<file path="config.mk">
export PLATFORM = sky130hd
export DESIGN_NAME = i2s_mixer_n
export DESIGN_NICKNAME = d
export VERILOG_FILES = /design/src/rtl/i2s_mix_pkg.sv /design/src/rtl/i2s_slot_capture.sv /design/src/rtl/i2s_mixer_n.sv
export SDC_FILE = /design/constraint.sdc
export NUM_CORES = 1
export LEC_CHECK = 0
export ABC_CLOCK_PERIOD_IN_PS = 4800
export BUFFER_PORTS_ARGS = -buffer_cell sky130_fd_sc_hd__buf_2
export CAP_MARGIN = 25
export CORE_MARGIN = 1
export CORE_UTILIZATION = 45
export CTS_BUF_LIST = sky130_fd_sc_hd__clkbuf_4
export CTS_CLUSTER_DIAMETER = 100
export CTS_CLUSTER_SIZE = 25
export DETAILED_ROUTE_END_ITERATION = 10
export GPL_ROUTABILITY_DRIVEN = 0
export GPL_TIMING_DRIVEN = 0
export PLACE_DENSITY = 0.64
export SYNTH_ARGS = -nofsm -noshare
export SYNTH_HDL_FRONTEND = slang
export SYNTH_SLANG_ARGS = --single-unit
</file>
<file path="constraint.sdc">
create_clock -name clk -period 4.8 [get_ports clk]
set_clock_uncertainty 0.15 [all_clocks]
set_input_delay 0.48 -clock clk [delete_from_list [all_inputs] [get_ports clk]]
set_output_delay 0.48 -clock clk [all_outputs]
set_load 0.01 [all_outputs]
</file>
<file path="src/rtl/i2s_mix_pkg.sv">
// Shared types and width/limit helpers for the N-channel I2S mixer.
package i2s_mix_pkg;

  typedef enum logic {
    SLOT_L = 1'b0,
    SLOT_R = 1'b1
  } slot_e;

  // Sum of n_ch terms of w_data+1 bits needs log2(n_ch) guard bits.
  function automatic int acc_width(input int w_data, input int n_ch);
    return w_data + 1 + $clog2(n_ch);
  endfunction

  function automatic longint sat_max(input int w_data);
    return (longint'(1) <<< (w_data - 1)) - 1;
  endfunction

  function automatic longint sat_min(input int w_data);
    return -(longint'(1) <<< (w_data - 1));
  endfunction

endpackage

</file>
<file path="src/rtl/i2s_slot_capture.sv">
// bclk edge detection, slot boundary detection and bit position tracking,
// shared by all input lines of the mixer.
module i2s_slot_capture #(
  parameter int  w_data = 24,
  localparam int PW     = $clog2(w_data)
) (
  input  logic          clk,
  input  logic          rst,
  input  logic          bclk,
  input  logic          lrclk,
  output logic          boundary,
  output logic          fall,
  output logic          cap_en,
  output logic [PW-1:0] cap_pos
);

  localparam int IW = $clog2(w_data + 2);

  logic          bclk_q;
  logic          lr_q;
  logic          rise;
  logic [IW-1:0] bit_idx;
  logic [IW-1:0] idx_nxt;

  assign rise     = bclk & ~bclk_q;
  assign fall     = ~bclk & bclk_q;
  assign boundary = rise & (lrclk ^ lr_q);

  // Index 0 is the delay bit of the I2S frame; MSB lands at index 1.
  always_comb begin
    idx_nxt = bit_idx;
    if (boundary)
      idx_nxt = '0;
    else if (bit_idx != IW'(w_data + 1))
      idx_nxt = bit_idx + 1'b1;
  end

  assign cap_en  = rise && (idx_nxt != '0) && (idx_nxt <= IW'(w_data));
  assign cap_pos = PW'(w_data - int'(idx_nxt));

  always_ff @(posedge clk or negedge rst) begin
    if (!rst) begin
      bclk_q  <= 1'b0;
      lr_q    <= 1'b0;
      bit_idx <= '0;
    end else begin
      bclk_q <= bclk;
      if (rise) begin
        lr_q    <= lrclk;
        bit_idx <= idx_nxt;
      end
    end
  end

endmodule

</file>
<file path="src/rtl/i2s_mixer_n.sv">
// N-channel I2S mixer: deserialise n_ch lines, scale/negate/mute each,
// saturating sum per slot, reserialise onto one I2S line.
module i2s_mixer_n
  import i2s_mix_pkg::*;
#(
  parameter int n_ch    = 4,
  parameter int w_data  = 24,
  parameter int w_shift = $clog2(w_data)
) (
  input  logic                      clk,
  input  logic                      rst,
  input  logic                      bclk,
  input  logic                      lrclk,
  input  logic [n_ch-1:0]           sd_in,
  input  logic [n_ch*w_shift-1:0]   shift,
  input  logic [n_ch-1:0]           minus,
  input  logic [n_ch-1:0]           mute,
  output logic                      sd_out,
  output logic [w_data-1:0]         out_l,
  output logic [w_data-1:0]         out_r,
  output logic                      out_valid,
  output logic                      out_lr,
  output logic                      clip
);

  localparam int AW = acc_width(w_data, n_ch);
  localparam int PW = $clog2(w_data);
  localparam logic signed [AW-1:0] SAT_HI = AW'(sat_max(w_data));
  localparam logic signed [AW-1:0] SAT_LO = AW'(sat_min(w_data));

  logic          boundary;
  logic          fall;
  logic          cap_en;
  logic [PW-1:0] cap_pos;
  logic          synced;

  logic          s1_valid;
  slot_e         s1_lr;
  logic          s2_valid;
  slot_e         s2_lr;

  logic signed [w_data:0]   terms [n_ch];
  logic signed [AW-1:0]     acc;
  logic        [w_data-1:0] sat_val;
  logic                     sat_clip;
  logic        [w_data-1:0] osr;

  i2s_slot_capture #(
    .w_data (w_data)
  ) u_slot (
    .clk      (clk),
    .rst      (rst),
    .bclk     (bclk),
    .lrclk    (lrclk),
    .boundary (boundary),
    .fall     (fall),
    .cap_en   (cap_en),
    .cap_pos  (cap_pos)
  );

  // The slot running when reset is released is partial; skip its result.
  always_ff @(posedge clk or negedge rst) begin
    if (!rst)
      synced <= 1'b0;
    else if (boundary)
      synced <= 1'b1;
  end

  for (genvar c = 0; c < n_ch; c++) begin : g_ch
    logic        [w_data-1:0]  cap;
    logic        [w_data-1:0]  s1_cap;
    logic        [w_shift-1:0] s1_shift;
    logic                      s1_minus;
    logic                      s1_mute;
    logic signed [w_data:0]    scaled;
    logic signed [w_data:0]    term_q;

    always_ff @(posedge clk or negedge rst) begin
      if (!rst)
        cap <= '0;
      else if (boundary)
        cap <= '0;
      else if (cap_en)
        cap[cap_pos] <= sd_in[c];
    end

    // Controls are sampled with the finished slot so they change per slot only.
    always_ff @(posedge clk or negedge rst) begin
      if (!rst) begin
        s1_cap   <= '0;
        s1_shift <= '0;
        s1_minus <= 1'b0;
        s1_mute  <= 1'b0;
      end else if (boundary && synced) begin
        s1_cap   <= cap;
        s1_shift <= shift[c*w_shift +: w_shift];
        s1_minus <= minus[c];
        s1_mute  <= mute[c];
      end
    end

    assign scaled = $signed({s1_cap[w_data-1], s1_cap}) >>> s1_shift;

    always_ff @(posedge clk or negedge rst) begin
      if (!rst)
        term_q <= '0;
      else if (s1_mute)
        term_q <= '0;
      else if (s1_minus)
        term_q <= -scaled;
      else
        term_q <= scaled;
    end

    assign terms[c] = term_q;
  end

  always_ff @(posedge clk or negedge rst) begin
    if (!rst) begin
      s1_valid <= 1'b0;
      s1_lr    <= SLOT_L;
      s2_valid <= 1'b0;
      s2_lr    <= SLOT_L;
    end else begin
      s1_valid <= boundary & synced;
      if (boundary)
        s1_lr <= lrclk ? SLOT_L : SLOT_R;
      s2_valid <= s1_valid;
      s2_lr    <= s1_lr;
    end
  end

  always_comb begin
    acc = '0;
    for (int c = 0; c < n_ch; c++)
      acc = acc + AW'(terms[c]);
  end

  always_comb begin
    sat_val  = acc[w_data-1:0];
    sat_clip = 1'b0;
    if (acc > SAT_HI) begin
      sat_val  = SAT_HI[w_data-1:0];
      sat_clip = 1'b1;
    end else if (acc < SAT_LO) begin
      sat_val  = SAT_LO[w_data-1:0];
      sat_clip = 1'b1;
    end
  end

  always_ff @(posedge clk or negedge rst) begin
    if (!rst) begin
      out_l     <= '0;
      out_r     <= '0;
      out_valid <= 1'b0;
      out_lr    <= 1'b0;
      clip      <= 1'b0;
    end else begin
      out_valid <= s2_valid;
      clip      <= s2_valid & sat_clip;
      if (s2_valid) begin
        out_lr <= s2_lr;
        if (s2_lr == SLOT_R)
          out_r <= sat_val;
        else
          out_l <= sat_val;
      end
    end
  end

  // Boundary load wins over fall; the fall after it puts the MSB at bit 1.
  always_ff @(posedge clk or negedge rst) begin
    if (!rst) begin
      osr    <= '0;
      sd_out <= 1'b0;
    end else if (boundary) begin
      osr <= lrclk ? out_r : out_l;
    end else if (fall) begin
      sd_out <= osr[w_data-1];
      osr    <= {osr[w_data-2:0], 1'b0};
    end
  end

endmodule
</file>
== Word level (Yosys, flattened, before mapping) ==
Cells that the tools add are included.

* Shift-type cells: 4
* Magnitude comparators: 5
* Reductions and logical operators: 10
* Eq/ne operators: 1
* Multiplexer cells: 32
* Bitwise operators: 10
* Add/subtract/negate cells: 9

{| class="wikitable"
|+ Operators with widths
! operator !! number
|-
| two-way mux 24 bit || 13
|-
| two-way mux 25 bit || 8
|-
| negation 25 bit || 4
|-
| >>> shifter 24 x 5 -> 25 bit || 4
|-
| bitwise mux 24 bit || 4
|-
| adder 26 x 25 -> 27 bit || 1
|-
| adder 27 x 25 -> 27 bit || 1
|-
| > comparator 27 x 24 -> 1 bit, second input constant || 1
|-
| less-than comparator 27 x 24 -> 1 bit, second input constant || 1
|-
| adder 25 x 25 -> 26 bit || 1
|-
| two-way mux 5 bit || 2
|-
| less-than comparator 5 x 6 -> 1 bit, second input constant || 1
|-
| AND reduction 2 bit || 3
|-
| adder 5 x 1 -> 5 bit, second input constant || 1
|-
| AND 1 bit || 5
|-
| demux 1 bit (select 5 bit) || 1
|-
| greater-or-equal comparator 5 x 1 -> 1 bit, second input constant || 1
|-
| less-or-equal comparator 5 bit, second input constant || 1
|-
| inequality test 5 bit, second input constant || 1
|-
| nonzero test 5 bit || 1
|-
| subtractor 5 bit, first input constant || 1
|-
| logical AND 1 bit || 4
|-
| two-way mux 1 bit || 4
|-
| inverter 1 bit || 4
|-
| 2 further kinds || 3
|}

* Flip-flop bits (word level): 408
* Bits of input ports: 36
* Output and inout bits: 52
* Word-level logic and storage cells: 110

== Logic depth before layout (Yosys ltp) ==
Gate-level depths: netlist of run 1.

* Depth in word-level cells: 12
* Depth in mapped cells: 15
* Depth with buffers taken out: 14

== Cells and area by module ==
From an unflattened synthesis of run 1, not the netlist that was laid out.

* Cell total of the unflattened synthesis: 2,733
* Area, all modules: 27,009.7 um^2

{| class="wikitable"
|+ Modules (own cells, without submodules)
! module !! times used !! area each (um^2) !! sequential area each (um^2) !! cells an instance
|-
| i2s_mixer_n || 1 || 26,479.1 || 10,034.6 || 2,677
|-
| i2s_slot_capture || 1 || 530.5 || 175.2 || 56
|}

== Worst setup path after synthesis of run 1 ==
No wires, ideal clock.

* Path kind: register to register
* From: reg g_ch[0].term_q[1]
* To: reg out_l[9]
* Path buffers: 1
* Library setup time: 0.157 ns
* Slack: 0.343 ns
* Clock period less this slack: 4.457 ns
* Required time: 4.493 ns
* Data arrival time: 4.150 ns
* Cell stages (with the launch flop): 16
* Cells stage by stage: dfrtp_1 inv_1 fa_1 inv_1 fa_1 ha_1 fa_1 a211oi_1 o211ai_1 a31oi_1 nand2_1 a211oi_1 o221ai_1 a21oi_1 clkbuf_1 a211oi_1

* Longest elaborated chain between the ends: 6
* Elaborated cells between the ends (all ways): 7
* Classes of those cells: 3 x add/sub; 2 x order compare; 2 x mux

{| class="wikitable"
|+ RTL lines
! element !! RTL line !! text
|-
| start: declaration || i2s_mixer_n.sv:76 || <nowiki>logic signed [w_data:0] term_q;</nowiki>
|-
| start signal: assignment || i2s_mixer_n.sv:110 || <nowiki>term_q <= -scaled;</nowiki>
|-
| start signal: assignment || i2s_mixer_n.sv:112 || <nowiki>term_q <= scaled;</nowiki>
|-
| adder 25 x 25 -> 26 bit (*) || i2s_mixer_n.sv:136 || <nowiki>acc = acc + AW'(terms[c]);</nowiki>
|-
| adder 26 x 25 -> 27 bit (*) || i2s_mixer_n.sv:136 ||
|-
| adder 27 x 25 -> 27 bit (*) || i2s_mixer_n.sv:136 ||
|-
| less-than comparator 27 x 24 -> 1 bit || i2s_mixer_n.sv:145 || <nowiki>end else if (acc < SAT_LO) begin</nowiki>
|-
| two-way mux 24 bit || i2s_mixer_n.sv:145 ||
|-
| two-way mux 24 bit (*) || i2s_mixer_n.sv:142 || <nowiki>if (acc > SAT_HI) begin</nowiki>
|-
| end signal: assignment || i2s_mixer_n.sv:166 || <nowiki>out_l <= sat_val;</nowiki>
|-
| end: declaration || i2s_mixer_n.sv:19 || <nowiki>output logic [w_data-1:0] out_l,</nowiki>
|}

Every way passes the cells marked *; elsewhere a longest branch is shown, timed or not.
A chain may end at the register's enable or synchronous reset.

== Final worst setup path of run 1 ==
* From: reg g_ch[2].s1_shift[1]
* To: reg g_ch[2].term_q[22]

* Longest elaborated chain between the ends: 4

{| class="wikitable"
|+ RTL lines
! element !! RTL line !! text
|-
| start: declaration || i2s_mixer_n.sv:72 || <nowiki>logic [w_shift-1:0] s1_shift;</nowiki>
|-
| start signal: assignment || i2s_mixer_n.sv:96 || <nowiki>s1_shift <= shift[c*w_shift +: w_shift];</nowiki>
|-
| >>> shifter 24 x 5 -> 25 bit (*) || i2s_mixer_n.sv:102 || <nowiki>assign scaled = $signed({s1_cap[w_data-1], s1_cap}) >>> s1_shift;</nowiki>
|-
| negation 25 bit || i2s_mixer_n.sv:110 ||
|-
| two-way mux 25 bit (*) || i2s_mixer_n.sv:109 || <nowiki>else if (s1_minus)</nowiki>
|-
| two-way mux 25 bit (*) || i2s_mixer_n.sv:107 || <nowiki>else if (s1_mute)</nowiki>
|-
| end signal: assignment || i2s_mixer_n.sv:110 ||
|-
| end signal: assignment || i2s_mixer_n.sv:112 ||
|-
| end: declaration || i2s_mixer_n.sv:76 ||
|}

Marks and branches as above.

==> results of run 1 <==
Yosys cell counts (6+ instances only):
library cell	count
nor2_1	330
a21o_1	18
or2_2	11
buf_2	23
a31oi_1	19
mux2_2	164
or3_1	9
o21ai_0	98
inv_1	169
and2_1	21
buf_4	6
xnor2_1	53
a311o_1	8
a211oi_1	52
a221o_1	28
dfrtp_1	408
nor4_1	10
xor2_1	47
nand4_1	12
o41ai_1	17
mux2i_1	167
nor3b_1	6
o221ai_1	6
o211ai_1	18
nor3_1	36
buf_1	10
and3_1	16
nand2b_1	22
ha_1	32
o22ai_1	8
a211o_1	7
mux4_2	103
a221oi_1	8
clkbuf_1	120
o21a_1	7
nand3_1	49
a21oi_1	95
nand2_1	163
fa_1	51
o31ai_1	35
nor2b_1	15
power by group:
| group | internal [mW] | switching, mW |
|---|---|---|
| Clock | 0.332 | 1.14 |
| Sequential | 4.23 | 0.586 |
| Combinational | 5.18 | 8.66 |
| Total | 9.74 | 10.4 |
cell type report:
| class | count | area [µm²] | share of cell area, % |
|---|---|---|---|
| multi-input cells | 1830 | 15100 | 52.0 |
| flip-flops and latches | 408 | 10200 | 35.2 |
| repair buffers | 141 | 1050 | 3.62 |
| diodes | 1 | 2.50 | 0.00862 |
| plain buffers | 165 | 747 | 2.57 |
| clock inverters | 9 | 140 | 0.483 |
| clock buffers | 23 | 173 | 0.595 |
| inverters | 173 | 649 | 2.24 |
| well taps | 765 | 957 | 3.30 |
flip-flops by register name (all words and copies together), names as in the netlist, 5 cells and up:
signal          cells
g_ch.cap           96
out_l              24
g_ch.s1_shift      20
g_ch.term_q       100
g_ch.s1_cap        96
out_r              24
osr                24
u_slot.bit_idx      5
worst min-delay path, delay by kind of cell:
kind     cells  cell delay, ns
buf+inv      3            1.06
cells by family after synthesis:
kind of cell,count (synthesis),share of synthesized area [%]
xor+xnor,100,3.30
simple gates,729,12.6
flops,408,38.5
fa+ha+maj,83,5.36
compound gates,479,12.6
buf+inv,338,5.21
mux,439,22.5
timing repair:
item	4_1_cts	5_1_grt
endpoints found under the setup margin	45	47
hold buffers	35	0
gates resized for setup	22	14
buffers inserted	5	5
hold endpoints to repair	253	0
gates cloned	0	0
pin swaps	4	7
routing by layer:
layer	vias to the layer above	part of all wire [%]	GRT usage (%)
met5	-	0	0
met4	0	5.3	12.0
met3	179	6.7	3.42
met2	926	45	40.2
met1	10400	43	36.5
li1	9557	-	-
worst paths after layout:
path | to | from | cells past startpoint
worst max-delay path | g_ch[2].term_q[22] | g_ch[2].s1_shift[1] | 13
worst min-delay path | osr[21] | rst | 3
worst max register to register | g_ch[2].term_q[22] | g_ch[2].s1_shift[1] | 13
worst min register to register | s2_valid | s1_valid | 0
max in group asynchronous | g_ch[2].cap[8] | rst | 4
min in group clk | u_slot.bclk_q | bclk | 2
metrics by stage:
step	hold WS, ns	total power, mW
after floorplan	0.0344	14.0
after global placement	0.188	17.2
after detailed placement	0.201	17.4
after CTS	0.0244	19.8
after global routing	0.0509	21.6
final	0.0719	20.1
layout by cell type (no fill, tap or decap), types with 92 or more instances in the layout:
master,netlist,final
nor2_1,330,329
mux2i_1,167,167
buf_2,23,111
mux4_2,103,103
mux2_2,164,164
clkbuf_1,120,116
inv_1,169,169
nand2_1,163,162
dfrtp_1,408,408
o21ai_0,98,98
a21oi_1,95,92
==> flow_metrics.tcl, run 1 <==
set metrics [dict create \
    die_w_um 245 \
    synth_cell_types 90 \
    drt-initial-drc-count 2094 \
    fin_crit_ns 4.71 \
    cts_buffer_depth 3 \
    antenna_found_initial 2 \
    vias 21100 \
    syn_avg_cell_area_um2 10.3 \
    synth-seq-cells 408 \
    hold_viol_final 0 \
    path_delay_family "compound AO/OA/AOI/OAI gates" \
    firstDrtPassIters 6 \
    grt_pass1_vias 20300 \
    routedWlPerCell_um 22.3 \
    fill_cells 5303 \
    yosys.area.top_type "dfrtp_1" \
    root_buffer "clkbuf_4" \
    final_cells 3515 \
    slew_violations 0 \
    max_freq_mhz 212 \
    worst_slew_pin_slew_ns 1.11 \
    powerDensity_nw_per_um2 694 \
    wirelength_um 78400 \
    grt_usage_pct 26.1 \
    globalRouteOverflowTotal 0 \
    final_util_pct 50.1 \
    design_area_um2 29000 \
    tritoncts "yes" \
    viasPerCell 6.00 \
    syn_area_um2 26500 \
    worstPathCellList "buf_4 > buf_4 > buf_2 > buf_2 > mux4_2 > mux2_2 > a221oi_1 > ha_1 > and3_1 > nand2_1 > o41a_1 > a311o_1 > a21oi_1" \
    worst-path-max-fanout 10 \
    syn_to_final_growth_pct 9.40 \
    fin_setup_tns_ns 0 \
    clk_latency_ns 0.86 \
    grt_pass1_wl_um 122000 \
    critPathSlowestCell "a221oi_1" \
    yosys.area.top_type_share_pct 38.5 \
    r2r_slack_ns 0.09 \
    cts.sinks 408 \
    cp.arrival_ns 5.30 \
    pre_cts_ws_ns -0.816 \
    critical_path_class "reg -> reg" \
    critPathLaunchType "flip-flop" \
    io_pins 88 \
    path_clk_slew_ns 0.25 \
    finalSetupViolations 0 \
    dieArea_um2 59900 \
    rsz0062_at_grt "false" \
    layout.nets 2861 \
    status "finished, final reports clean" \
    drive_gt1_share_pct 18.1 \
    cp-end-kind "flip-flop" \
    synth_edf_count 0 \
    route.detailed.drc 0 \
    fin_crit_sh_pct 98.1 \
    power.static_leakage_nw 12.9 \
    setup_slack_ns 0.0936 \
    ir_drop_uv 828 \
    core_um2 57900 \
    ys_warn_count 0 \
    cpPeakStageDelay_ns 0.62 \
    synth_cells 2576 \
    numPortBuffers 86 \
    fp.dieH_um 245 \
    relSlewSlack_pct 25.7 \
    initial_utilization_pct 45.8 \
    crit_buf_inv 4 \
    htreeDepth 1 \
    max_cap_violations 0 \
    final_antenna_net_count 0 \
    synthTopCellsByArea "dfrtp_1 38%, mux4_2 8.7%, mux2_2 7.0%" \
    cts_made_buffers 23 \
    dpl_cell_area_um2 28100 \
    synth_nets 2695 \
    dpl.hpwl_um 60400 \
    yosysSeqAreaShare_pct 38.5 \
    fp-row-count 88 \
    synthArstFlopShare_pct 100 \
    synthFlopType "dfrtp_1" \
    placedCellCount 3437 \
    grt_max_degree 123 \
    cp.required_ns 5.40 \
    hp-class "in -> async" \
]
Power figures use the tool's default switching activity.
==> inputs of run 2 (changes only) <==
REMOVE_ABC_BUFFERS = 1   (was not set)
==> run 2 against run 1 <==
  * Global-route usage is 2.6 points lower
  * Via count is 4.1% lower
  * Sequential cell count stayed put
  * Maximum frequency is 0.55% higher
  * Utilization is 0.54 points lower
  * Register-to-register slack better by 0.03 ns
==> flow_metrics.tcl, run 2 (synthesis results as in run 1) <==
set metrics [dict create \
    root_buffer "clkbuf_4" \
    critPathLaunchType "flip-flop" \
    dpl.hpwl_um 52500 \
    hp-class "in -> reg" \
    globalRouteOverflowTotal 0 \
    hp-start "lrclk" \
    fin_crit_sh_pct 97.5 \
    fp.dieH_um 245 \
    die_w_um 245 \
    cp.required_ns 5.42 \
    clk_latency_ns 0.86 \
    syn_to_final_growth_pct 8.23 \
    numPortBuffers 87 \
    io_pins 88 \
    final_common_cell "dfrtp_1" \
    drive_gt1_share_pct 18.8 \
    cts_buffer_depth 3 \
    dpl_cell_area_um2 27800 \
    critPathSlowestCell "fa_1" \
    rsz0062_at_grt "true" \
    design_area_um2 28700 \
    grt_max_degree 127 \
    relSlewSlack_pct 24.8 \
    route.detailed.drc 0 \
    power_mw 19.7 \
    viasPerCell 5.98 \
    core_um2 57900 \
    finalSetupViolations 0 \
    routedWlPerCell_um 21.0 \
    cp-startpoint "g_ch[1].term_q[1]" \
    grt_usage_pct 23.5 \
    worst-path-max-fanout 4 \
    regMostFlops "g_ch.term_q" \
    fp-row-count 88 \
    path_clk_slew_ns 0.25 \
    cts_made_buffers 23 \
    ir_drop_uv 688 \
    slew_violations 0 \
    antenna_found_initial 3 \
    largest_reg_flops 100 \
    wirelength_um 70800 \
    max_cap_violations 0 \
    final_cell_mix "404 x dfrtp_1, 327 x nor2_1, 169 x inv_1, 166 x mux2i_1, 164 x mux2_2" \
    final_util_pct 49.6 \
    pre_cts_ws_ns -0.497 \
    cp.arrival_ns 5.30 \
    worstPathCellList "inv_1 > fa_1 > inv_1 > fa_1 > ha_2 > fa_2 > a211oi_2 > o211ai_1 > a31oi_2 > nand2_2 > a211oi_4 > o221ai_4 > buf_4 > and3_1 > a311o_1" \
    hold_slack_ns 0.156 \
    powerDensity_nw_per_um2 687 \
    final_antenna_net_count 0 \
    setup_slack_ns 0.119 \
    layout.nets 2716 \
    status "finished, final reports clean" \
    dieArea_um2 59900 \
    initial_utilization_pct 45.8 \
    hold_viol_final 0 \
    vias 20200 \
    grt_pass1_vias 19200 \
    cp-end-kind "flip-flop" \
    cts.sinks 408 \
    grt_pass1_wl_um 112000 \
    htreeDepth 1 \
    fill_cells 5284 \
    cpPeakStageDelay_ns 0.52 \
    power.static_leakage_nw 12.8 \
    max_freq_mhz 214 \
    fin_crit_ns 4.68 \
    firstDrtPassIters 5 \
    worst_slew_pin_slew_ns 1.12 \
    reg_top3 "g_ch.term_q (100), g_ch.cap (96), g_ch.s1_cap (96)" \
    tritoncts "yes" \
    critical_path_class "reg -> reg" \
    drt-initial-drc-count 2165 \
    timing.rr.start "g_ch[1].term_q[1]" \
]
-- run 2: repair_timing --
item,CTS,global route
pin swaps,2,5
hold endpoints to repair,265,0
endpoints found under the setup margin,53,54
hold buffers,36,0
gates resized for setup,14,17
setup buffers,3,4
-- run 2: final timing paths --
check	depth (start not counted)	end	slack (ns)
min in group asynchronous	4	osr[1]	0.55
max reg2reg	15	out_r[0]	0.12
min reg2reg	0	s2_valid	0.23
max in group asynchronous	5	g_ch[2].s1_shift[1]	2.71
max	15	out_r[0]	0.12
min	3	u_slot.lr_q	0.16
-- run 2: routing by layer --
layer	vias to the layer above	wire, µm	GRT usage, %
met5	-	12	0
met2	778	33700	37.9
li1	9275	-	-
met3	128	3880	2.71
met1	10000	30700	33.0
met4	2	2590	7.54
-- run 2: layout make-up --
type                       instances  area, µm²  area share (%)
antenna                            3       7.51          0.0261
clock inverter                    13        118           0.410
timing repair buffer             161       1460            5.08
tap                              765        957            3.33
sequential                       408      10200            35.6
clock buffer                      25        188           0.654
multi-input combinational       1830      15100            52.6
inverter                         173        649            2.26
-- run 2: critical path: cells and delay by family, from the launching register on --
family                   cells  cell delay [ns]
AND/OR/NAND/NOR              2             0.32
buffers and inverters        3             0.36
AO/OA/AOI/OAI                6             1.70
flip-flops                   1             0.47
adder cells (fa/ha/maj)      4             1.57
-- run 2: where the power goes --
group | total (mW) | switching (mW) | internal [mW]
clock | 1.42 | 1.13 | 0.296
combinational | 12.9 | 7.82 | 5.09
sequential | 5.38 | 1.15 | 4.23
total | 19.7 | 10.1 | 9.61
-- run 2: metrics by stage --
step                      cells    TNS, ns
after floorplan            2411     -84.94
after CTS                  3369  -0.000794
after detailed placement   3292     -17.69
after global placement     3263   -2884.40
after global routing       3377    -0.0439
final                      3378          0
==> inputs of run 3 (changes only) <==
ABC_CLOCK_PERIOD_IN_PS = 3790   (was 4800)
GPL_ROUTABILITY_DRIVEN = not set   (was 0)
clock period = 3.79 ns   (was 4.8 ns; I/O delays follow)
==> run 3 against run 2 <==
  * Highest routed layer unchanged
  * The flow now finishes with violations (setup timing)
  * Wire length up 7.3%
  * Combinational power increased by 53%
  * Global-route usage is 1.5 points higher
  * Maximum frequency up 4.9%
  * Largest power group unchanged
==> flow_metrics.tcl, run 3 (synthesis results as in run 1) <==
set metrics [dict create \
    power_mw 28.2 \
    grt_usage_pct 24.9 \
    drive_gt1_share_pct 25.2 \
    drt-initial-drc-count 1979 \
    hp-class "in -> reg" \
    hold_path_depth 2 \
    htreeDepth 1 \
    final_util_pct 52.0 \
    fp-row-count 88 \
    vias 20800 \
    largest_reg_flops 100 \
    initial_utilization_pct 45.8 \
    ir_drop_uv 1000 \
    io_pins 88 \
    numPortBuffers 87 \
    status "finished with violations" \
    grt_pass1_vias 20100 \
    worst_slew_pin_slew_ns 1.03 \
    fin_crit_ns 4.46 \
    cp.arrival_ns 5.07 \
    finalWeightedCongestion 0.934 \
    relSlewSlack_pct 31.2 \
    wirelength_um 76000 \
    failed_checks "setup timing" \
    die_w_um 245 \
    regMostFlops "g_ch.term_q" \
    hold_slack_ns 0.0890 \
    fin_crit_sh_pct 118 \
    setup_slack_ns -0.674 \
    syn_to_final_growth_pct 13.6 \
    cts.sinks 408 \
    grt_pass1_wl_um 118000 \
    critPathLaunchType "flip-flop" \
    tritoncts "yes" \
    final_common_cell "dfrtp_1" \
    root_buffer "clkbuf_4" \
    use_met2_pct 40.8 \
    final_cells 3474 \
    fin_setup_tns_ns -29.70 \
    antenna_found_initial 2 \
    cts_buffer_depth 3 \
    grt_use_met1_pct 34.6 \
    max_cap_violations 0 \
    cp.required_ns 4.40 \
    critical_path_class "reg -> reg" \
    path_clk_slew_ns 0.25 \
    finalSetupViolations 49 \
    slew_violations 0 \
    dpl_cell_area_um2 27800 \
    worst-path-max-fanout 6 \
    powerDensity_nw_per_um2 936 \
    viasPerCell 5.98 \
    r2r_cells 17 \
    max_freq_mhz 224 \
    hold_viol_final 0 \
    timing.rr.start "g_ch[1].term_q[1]" \
    use_met3_pct 2.81 \
    hold-path-endpoint "u_slot.bclk_q" \
    core_um2 57900 \
    power.static_leakage_nw 13.4 \
    final_antenna_net_count 0 \
    reg2reg_to "out_r[19]" \
    placedCellCount 3292 \
    rsz0062_at_grt "true" \
    fp.dieH_um 245 \
    hp-start "bclk" \
    cp-end-kind "flip-flop" \
    r2r_slack_ns -0.67 \
    clk_latency_ns 0.86 \
    cts_made_buffers 23 \
    reg_top3 "g_ch.term_q (100), g_ch.cap (96), g_ch.s1_cap (96)" \
    dpl.hpwl_um 54500 \
    route.detailed.drc 0 \
    dieArea_um2 59900 \
    grt_max_degree 121 \
    pre_cts_ws_ns -1.68 \
    design_area_um2 30100 \
    busiest_layer "met2" \
    routedWlPerCell_um 21.9 \
    final_cell_mix "389 x dfrtp_1, 312 x nor2_1, 167 x inv_1, 164 x mux2_2, 163 x mux2i_1" \
    firstDrtPassIters 6 \
    layout.nets 2816 \
    globalRouteOverflowTotal 0 \
]
==> run 3: area by class of cell <==
class / instances / area (µm²)
multi-input cells: 1830 / 15700
well taps: 765 / 957
repair buffers: 261 / 2320
diodes: 3 / 7.51
clock buffers: 25 / 188
flip-flops and latches: 408 / 10200
inverters: 173 / 651
fillers: 5191 / 27800
clock inverters: 9 / 113
==> run 3: critical path, cell delays in order (launching register included) <==
cell      delay, ns
dfrtp_1        0.45
inv_1          0.07
fa_1           0.54
inv_2          0.05
fa_1           0.51
ha_4           0.20
fa_2           0.37
a211oi_2       0.22
o211ai_1       0.19
a31oi_2        0.36
nand2_2        0.12
a211oi_4       0.33
nor3_2         0.09
buf_6          0.15
a211oi_4       0.22
buf_6          0.16
buf_8          0.13
a211oi_2       0.05
==> run 3: timing repair <==
action,4_1_cts,5_1_grt
pin swaps,32,33
hold buffers,40,0
setup endpoints to repair,144,162
cloned,1,1
resized for setup,97,88
endpoints found under the hold margin,309,0
setup buffers,54,49
==> run 3: worst max-delay path by stage <==
stage / to / slack, ns / startpoint
CTS: out_r[0] / -0.66 / g_ch[1].term_q[1]
global placement: osr[18] / -7.27 / lrclk
floorplan: osr[10] / -1.92 / u_slot.bclk_q
detailed placement: out_l[18] / -1.68 / g_ch[1].term_q[1]
global route: out_r[22] / -0.85 / g_ch[1].term_q[1]
finish: out_r[19] / -0.67 / g_ch[1].term_q[1]
==> run 3: power by group <==
group | internal, mW | switching, mW | total (mW)
clock | 0.379 | 1.48 | 1.86
sequential | 5.37 | 1.27 | 6.65
combinational | 8.29 | 11.4 | 19.7
total | 14.0 | 14.2 | 28.2
==> run 3: layer usage <==
layer | vias up | routed length (µm)
li1 | 9462 | -
met1 | 10500 | 33000
met2 | 682 | 36200
met3 | 113 | 3960
met4 | 2 | 2850
met5 | - | 13
